File: config.mk
export PLATFORM = sky130hd
export DESIGN_NAME = pipelined_rca
export DESIGN_NICKNAME = d
export VERILOG_FILES = /design/src/rtl/adder_pkg.sv /design/src/rtl/rca_chunk.sv /design/src/rtl/pipelined_rca.sv
export SDC_FILE = /design/constraint.sdc
export NUM_CORES = 1
export LEC_CHECK = 0
export ABC_AREA = 1
export BUFFER_PORTS_ARGS = -buffer_cell sky130_fd_sc_hd__buf_2
export CORE_MARGIN = 2
export CORE_UTILIZATION = 26
export CTS_BUF_LIST = sky130_fd_sc_hd__clkbuf_8 sky130_fd_sc_hd__clkbuf_16
export DETAILED_ROUTE_END_ITERATION = 12
export SLEW_MARGIN = 10
export SYNTH_ARGS = -nofsm -noshare
export SYNTH_HDL_FRONTEND = slang
export SYNTH_HIERARCHICAL = 1
export SYNTH_SLANG_ARGS = --single-unit
File: constraint.sdc
create_clock -name clk -period 2.1 [get_ports clk]
set_input_delay 0.315 -clock clk [delete_from_list [all_inputs] [get_ports clk]]
set_output_delay 0.315 -clock clk [all_outputs]
set_load 0.005 [all_outputs]
File: src/rtl/adder_pkg.sv
// Shared helpers for the pipelined ripple-carry adder: chunk sizing, split legality,
// and the per-stage carry/valid record.
package adder_pkg;

  localparam int DEF_WIDTH  = 16;
  localparam int DEF_STAGES = 4;

  typedef struct packed {
    logic vld;
    logic carry;
  } stage_ctl_t;

  function automatic int chunk_w(input int width, input int stages);
    return width / stages;
  endfunction

  function automatic bit split_ok(input int width, input int stages);
    return (stages >= 1) && (stages <= width) && ((width % stages) == 0);
  endfunction

endpackage

File: src/rtl/rca_chunk.sv
// CW-bit combinational ripple adder built from full adders.
module rca_chunk #(
  parameter int CW = 4
) (
  input  logic [CW-1:0] a,
  input  logic [CW-1:0] b,
  input  logic          ci,
  output logic [CW-1:0] s,
  output logic          co
);

  logic [CW:0] w_c;

  assign w_c[0] = ci;

  for (genvar i = 0; i < CW; i++) begin : g_fa
    assign s[i]     = a[i] ^ b[i] ^ w_c[i];
    assign w_c[i+1] = (a[i] & b[i]) | (w_c[i] & (a[i] ^ b[i]));
  end

  assign co = w_c[CW];

endmodule

File: src/rtl/pipelined_rca.sv
// Pipelined ripple-carry adder/subtractor: STAGES chunks of WIDTH/STAGES bits, one op/cycle.
// Define PIPELINED_RCA_OVF_EN to add the registered signed-overflow output ovf.
module pipelined_rca
  import adder_pkg::*;
#(
  parameter int WIDTH  = DEF_WIDTH,
  parameter int STAGES = DEF_STAGES
) (
  input  logic             clk,
  input  logic             rst_n,
  input  logic             in_valid,
  output logic             in_ready,
  input  logic [WIDTH-1:0] a,
  input  logic [WIDTH-1:0] b,
  input  logic             cin,
  input  logic             sub,
  output logic             out_valid,
  input  logic             out_ready,
  output logic [WIDTH-1:0] sum,
  output logic             cout
`ifdef PIPELINED_RCA_OVF_EN
  ,
  output logic             ovf
`endif
);

  localparam int CW = chunk_w(WIDTH, STAGES);

  if (!split_ok(WIDTH, STAGES)) begin : g_bad_split
    $error("pipelined_rca: WIDTH must be a multiple of STAGES and STAGES in 1..WIDTH");
  end

  logic             w_en;
  logic [WIDTH-1:0] w_beff;
  logic             w_c0;

  assign w_en     = !out_valid || out_ready;
  assign in_ready = w_en;
  assign w_beff   = b ^ {WIDTH{sub}};
  assign w_c0     = sub | cin;

  // Stage k owns sum chunks 0..k and still carries the untouched upper operand chunks.
  for (genvar k = 0; k < STAGES; k++) begin : g_st
    localparam int SW = (k + 1) * CW;

    logic [CW-1:0] w_ca, w_cb, w_s;
    logic          w_ci, w_co, w_vin;
    logic [SW-1:0] w_s_nxt;
    stage_ctl_t    r_ctl;
    logic [SW-1:0] r_s;

    if (k == 0) begin : g_src
      assign w_ca    = a[CW-1:0];
      assign w_cb    = w_beff[CW-1:0];
      assign w_ci    = w_c0;
      assign w_vin   = in_valid;
      assign w_s_nxt = w_s;
    end else begin : g_src
      assign w_ca    = g_st[k-1].g_op.r_a[CW-1:0];
      assign w_cb    = g_st[k-1].g_op.r_b[CW-1:0];
      assign w_ci    = g_st[k-1].r_ctl.carry;
      assign w_vin   = g_st[k-1].r_ctl.vld;
      assign w_s_nxt = {w_s, g_st[k-1].r_s};
    end

    rca_chunk #(.CW(CW)) u_chunk (
      .a  (w_ca),
      .b  (w_cb),
      .ci (w_ci),
      .s  (w_s),
      .co (w_co)
    );

    always_ff @(posedge clk or negedge rst_n) begin
      if (!rst_n) begin
        r_ctl <= '0;
        r_s   <= '0;
      end else if (w_en) begin
        r_ctl <= '{vld: w_vin, carry: w_co};
        r_s   <= w_s_nxt;
      end
    end

    if (k < STAGES - 1) begin : g_op
      localparam int OW = WIDTH - SW;

      logic [OW-1:0] w_a_nxt, w_b_nxt;
      logic [OW-1:0] r_a, r_b;

      if (k == 0) begin : g_osrc
        assign w_a_nxt = a[WIDTH-1:CW];
        assign w_b_nxt = w_beff[WIDTH-1:CW];
      end else begin : g_osrc
        assign w_a_nxt = g_st[k-1].g_op.r_a[OW+CW-1:CW];
        assign w_b_nxt = g_st[k-1].g_op.r_b[OW+CW-1:CW];
      end

      always_ff @(posedge clk or negedge rst_n) begin
        if (!rst_n) begin
          r_a <= '0;
          r_b <= '0;
        end else if (w_en) begin
          r_a <= w_a_nxt;
          r_b <= w_b_nxt;
        end
      end
    end
  end

  assign out_valid = g_st[STAGES-1].r_ctl.vld;
  assign cout      = g_st[STAGES-1].r_ctl.carry;
  assign sum       = g_st[STAGES-1].r_s;

`ifdef PIPELINED_RCA_OVF_EN
  // Top chunk still sees the true operand MSBs, so overflow is decided alongside it.
  logic r_ovf;

  always_ff @(posedge clk or negedge rst_n) begin
    if (!rst_n) begin
      r_ovf <= 1'b0;
    end else if (w_en) begin
      r_ovf <= (g_st[STAGES-1].w_ca[CW-1] == g_st[STAGES-1].w_cb[CW-1]) &&
               (g_st[STAGES-1].w_s[CW-1]  != g_st[STAGES-1].w_ca[CW-1]);
    end
  end

  assign ovf = r_ovf;
`endif

endmodule

==> flow_summary_export.csv <==
group,metric,value,unit
outcome,status,"finished with violations",
outcome,violations,"negative setup slack",
power_and_ir_drop,combPwrFrac,0.326,
cts,htree_levels,3,
sta,slew_headroom,0.6782,
power_and_ir_drop,ir_drop,0.0004008,V
flow_run,drv_cap,0,
setup_path,critPathMaxFanout,2,
sta,fin_crit_sh,1.016,
power_and_ir_drop,internal_power,4740,uW
cells_and_area,final_area,0.005235,sq mm
global_route,track_usage,0.09844,
detailed_routing,antenna_left,0,
power_and_ir_drop,p_per_area,1380,mW/mm^2
sta,post-route-min-period,2.134,ns
cells_and_area,syn_to_final_growth,22.16,%
cts,tritoncts,"yes",
detailed_routing,viasPerCell,3.820,
cells_and_area,drive_above_1_share,0.1975,
detailed_routing,first_iter_violations,120,
global_route,grt_pass1_wl,14150,microns
logic_synthesis,synth_cells,500,
setup_path,worstSetupEndpointType,"flip-flop",
logic_synthesis,ys_warn_count,6,
floorplan,start_util,0.2678,
setup_path,cp_num_buf_inv,4,
global_route,grt.overflow.total,0,
setup_path,reg2reg_to,"g_st[2].r_s[11]$_DFFE_PN0P_",
power_and_ir_drop,power_frac_clock,0.244,
cells_and_area,ff_latch_area,0.002402,sq mm
power_and_ir_drop,pwr-share-seq,0.430,
sta,skew,0.006799,ns
setup_path,r2r_setup_slack,-0.03,ns
setup_path,critPathTopFamily,"adder cells",
floorplan,die-height,132.4,microns
worst_hold_path,hold_end,"g_st[0].g_op.r_a[1]$_DFFE_PN0P_",
setup_path,startpoint,"g_st[2].w_ci$_DFFE_PN0P_",
global_route,grt_start_max_net_pins,66,
sta,fin_setup_tns,-0.03386,ns
global_route,grt_pass1_vias,2963,
logic_synthesis,ys_types,14,
worst_hold_path,worstHoldPathCells,3,
place,place_congestion,0.7050,
power_and_ir_drop,p_sw,2486,uW
cells_and_area,n_antenna_cell,0,
setup_path,critPathKind,"flip-flop to flip-flop",
floorplan,die_w,132.4,microns
global_route,antenna_found_initial,0,
sta,worst_slew_pin_slew,0.4809,ns
logic_synthesis,ys_top_cells_by_area,"dfrtp_1 56%, nand2_1 23%, fa_1 7.5%",
logic_synthesis,yosysTopAreaCell,"dfrtp_1",
place,dp_hpwl,5625,microns
detailed_routing,post_drt_wl_per_cell,10.23,microns
sta,rsz0062_at_grt,"true",
logic_synthesis,seq_area_frac_synth,0.5606,
detailed_routing,vias,2972,
worst_hold_path,hold_class,"primary input to flip-flop",
power_and_ir_drop,p_leak,0.002867,uW
logic_synthesis,yosysTopAreaCellShare,0.5606,
cells_and_area,final_util,0.3272,
logic_synthesis,synth-seq-cells,96,
detailed_routing,drt_wl_total,7959,microns
setup_path,reg2reg_from,"g_st[2].w_ci$_DFFE_PN0P_",
sta,worst_slack,-0.03386,ns
setup_path,ff2ff_path_depth,10,
floorplan,coreArea,0.01600,sq mm
cts,numCtsBuffers,9,
floorplan,io_pins,57,
cells_and_area,finalNetCount,611,
cts,insertion_delay,0.34,ns
place,placed_area,0.004840,sq mm
worst_hold_path,worstHoldStart,"a[5]",
cells_and_area,multiInputGateArea,0.001558,sq mm
setup_path,crit_required,2.37,ns
setup_path,cp-start-kind,"flip-flop",
setup_path,cp_slowest_cell,"dfrtp_1",
cts,cts_root_buffer,"clkbuf_16",
detailed_routing,dr.pass1.iters,4,
cts,cts_sinks,96,
power_and_ir_drop,switching_share,0.3441,
detailed_routing,drc,0,
logic_synthesis,syn-num-nets,554,
place,portBuffers,56,
sta,max_freq,468.6,MHz
sta,setup_viol,1,
setup_path,cpPeakStageDelay,0.40,ns
floorplan,dieArea,0.01752,sq mm
logic_synthesis,synth_area,0.004285,sq mm
cts,clkSlewWorstSetupHoldPaths,0.07,ns
setup_path,crit_chain,"fa_2 > inv_2 > fa_2 > inv_2 > fa_2 > inv_2 > fa_1 > inv_1 > nand2_1 > o21ai_1",
sta,final_hold_viol_count,0,
cts,clockBufferDepth,2,
cells_and_area,num-fill-cells,1743,
setup_path,cp.arrival,2.40,ns
logic_synthesis,avgSynthCellArea,8.571,sq um
floorplan,row_count,46,
sta,drv_slew,0,
[final cells by class]
type	instances	share of cell area
inverter	63	0.04517
multi-input combinational	318	0.2976
sequential	96	0.4589
clock inverter	6	0.01769
timing repair buffer	69	0.08341
clock buffer	10	0.04565
tap	216	0.05163
[stage by stage]
step / hold slack, ns / cells / power [uW] / setup WS [ns]
floorplan: 0.01941 / 500 / 4705 / -0.2539
global placement: 0.3026 / 759 / 5367 / -0.3467
detailed placement: 0.2967 / 759 / 5447 / -0.3823
CTS: 0.1601 / 777 / 7322 / -0.02729
global route: 0.1797 / 778 / 7924 / -0.1799
finish: 0.1769 / 778 / 7226 / -0.03386
[Yosys cell counts]
cell / count
dfrtp_1: 96
xor2_1: 4
nand3_1: 12
inv_1: 62
fa_1: 16
inv_2: 1
nand2_1: 268
buf_4: 8
buf_2: 12
o21ai_0: 15
nor2_2: 1
nand2_2: 1
or2_2: 1
clkbuf_1: 3
[power by group through the flow]
stage	sequential (uW)	combinational [uW]	clock (uW)
global placement	3120	2240	0
global route	3220	2810	1890
detailed placement	3140	2310	0
finish	3110	2350	1770
floorplan	3070	1640	0
CTS	3120	2380	1830
[registers in the layout (all words and copies together) (netlist names)]
| name | flops |
|---|---|
| g_st.r_s | 24 |
| g_st.g_op.r_b | 24 |
| g_st.w_ci | 3 |
| cout | 1 |
| g_st.g_op.r_a | 24 |
| sum | 16 |
| g_st.w_vin | 3 |
| out_valid | 1 |
[cells by family (layout without fill, tap and decap cells)]
family	Yosys count	count (layout)	synth area share
AOI/OAI and AO/OA	15	15	0.01752
DFF	96	96	0.5606
buffers and inverters	86	148	0.08584
xor gates and xnor gates	4	4	0.008174
adders and majority gates	16	16	0.07475
and+or+nand+nor	283	283	0.2531
[per-layer routing]
metal / wire (microns) / global-route usage
met3: 206 / 0.01692
met5: 0 / 0
met4: 132 / 0.03943
met2: 3426 / 0.1485
met1: 4194 / 0.1404
[worst max-delay path by stage]
stage                                        endpoint  slack (ns)  cells past startpoint
final                     g_st[2].r_s[11]$_DFFE_PN0P_       -0.03                     10
after global routing      g_st[2].r_s[11]$_DFFE_PN0P_       -0.18                     10
after CTS                 g_st[2].r_s[11]$_DFFE_PN0P_       -0.03                     10
after detailed placement   g_st[0].r_s[3]$_DFFE_PN0P_       -0.38                     12
after global placement     g_st[0].r_s[3]$_DFFE_PN0P_       -0.35                     12
after floorplan            g_st[0].r_s[3]$_DFFE_PN0P_       -0.25                     13
[worst min-delay path: cells and delay by family]
family,cells,cell delay (ns)
buffers and inverters,1,0.07
AND/OR/NAND/NOR,2,0.09
[layout by cell type, fill, tap and decap left out, drive strengths merged, types with 4 or more instances in the layout]
cell type and n:
buf 68, dfrtp 96, nand2 269, fa 16, xor2 4, nand3 12, clkbuf 10, inv 65
o21ai 15
[repair_timing]
action                     4_1_cts  5_1_grt
pin swaps                        2        9
buffers inserted                 1        1
gates cloned                     0        0
gates resized for setup         17        8
hold buffers                     1        0
setup endpoints to repair        4        4
hold endpoints to repair        32        0
No activity file was read; power rests on OpenSTA's default activity.
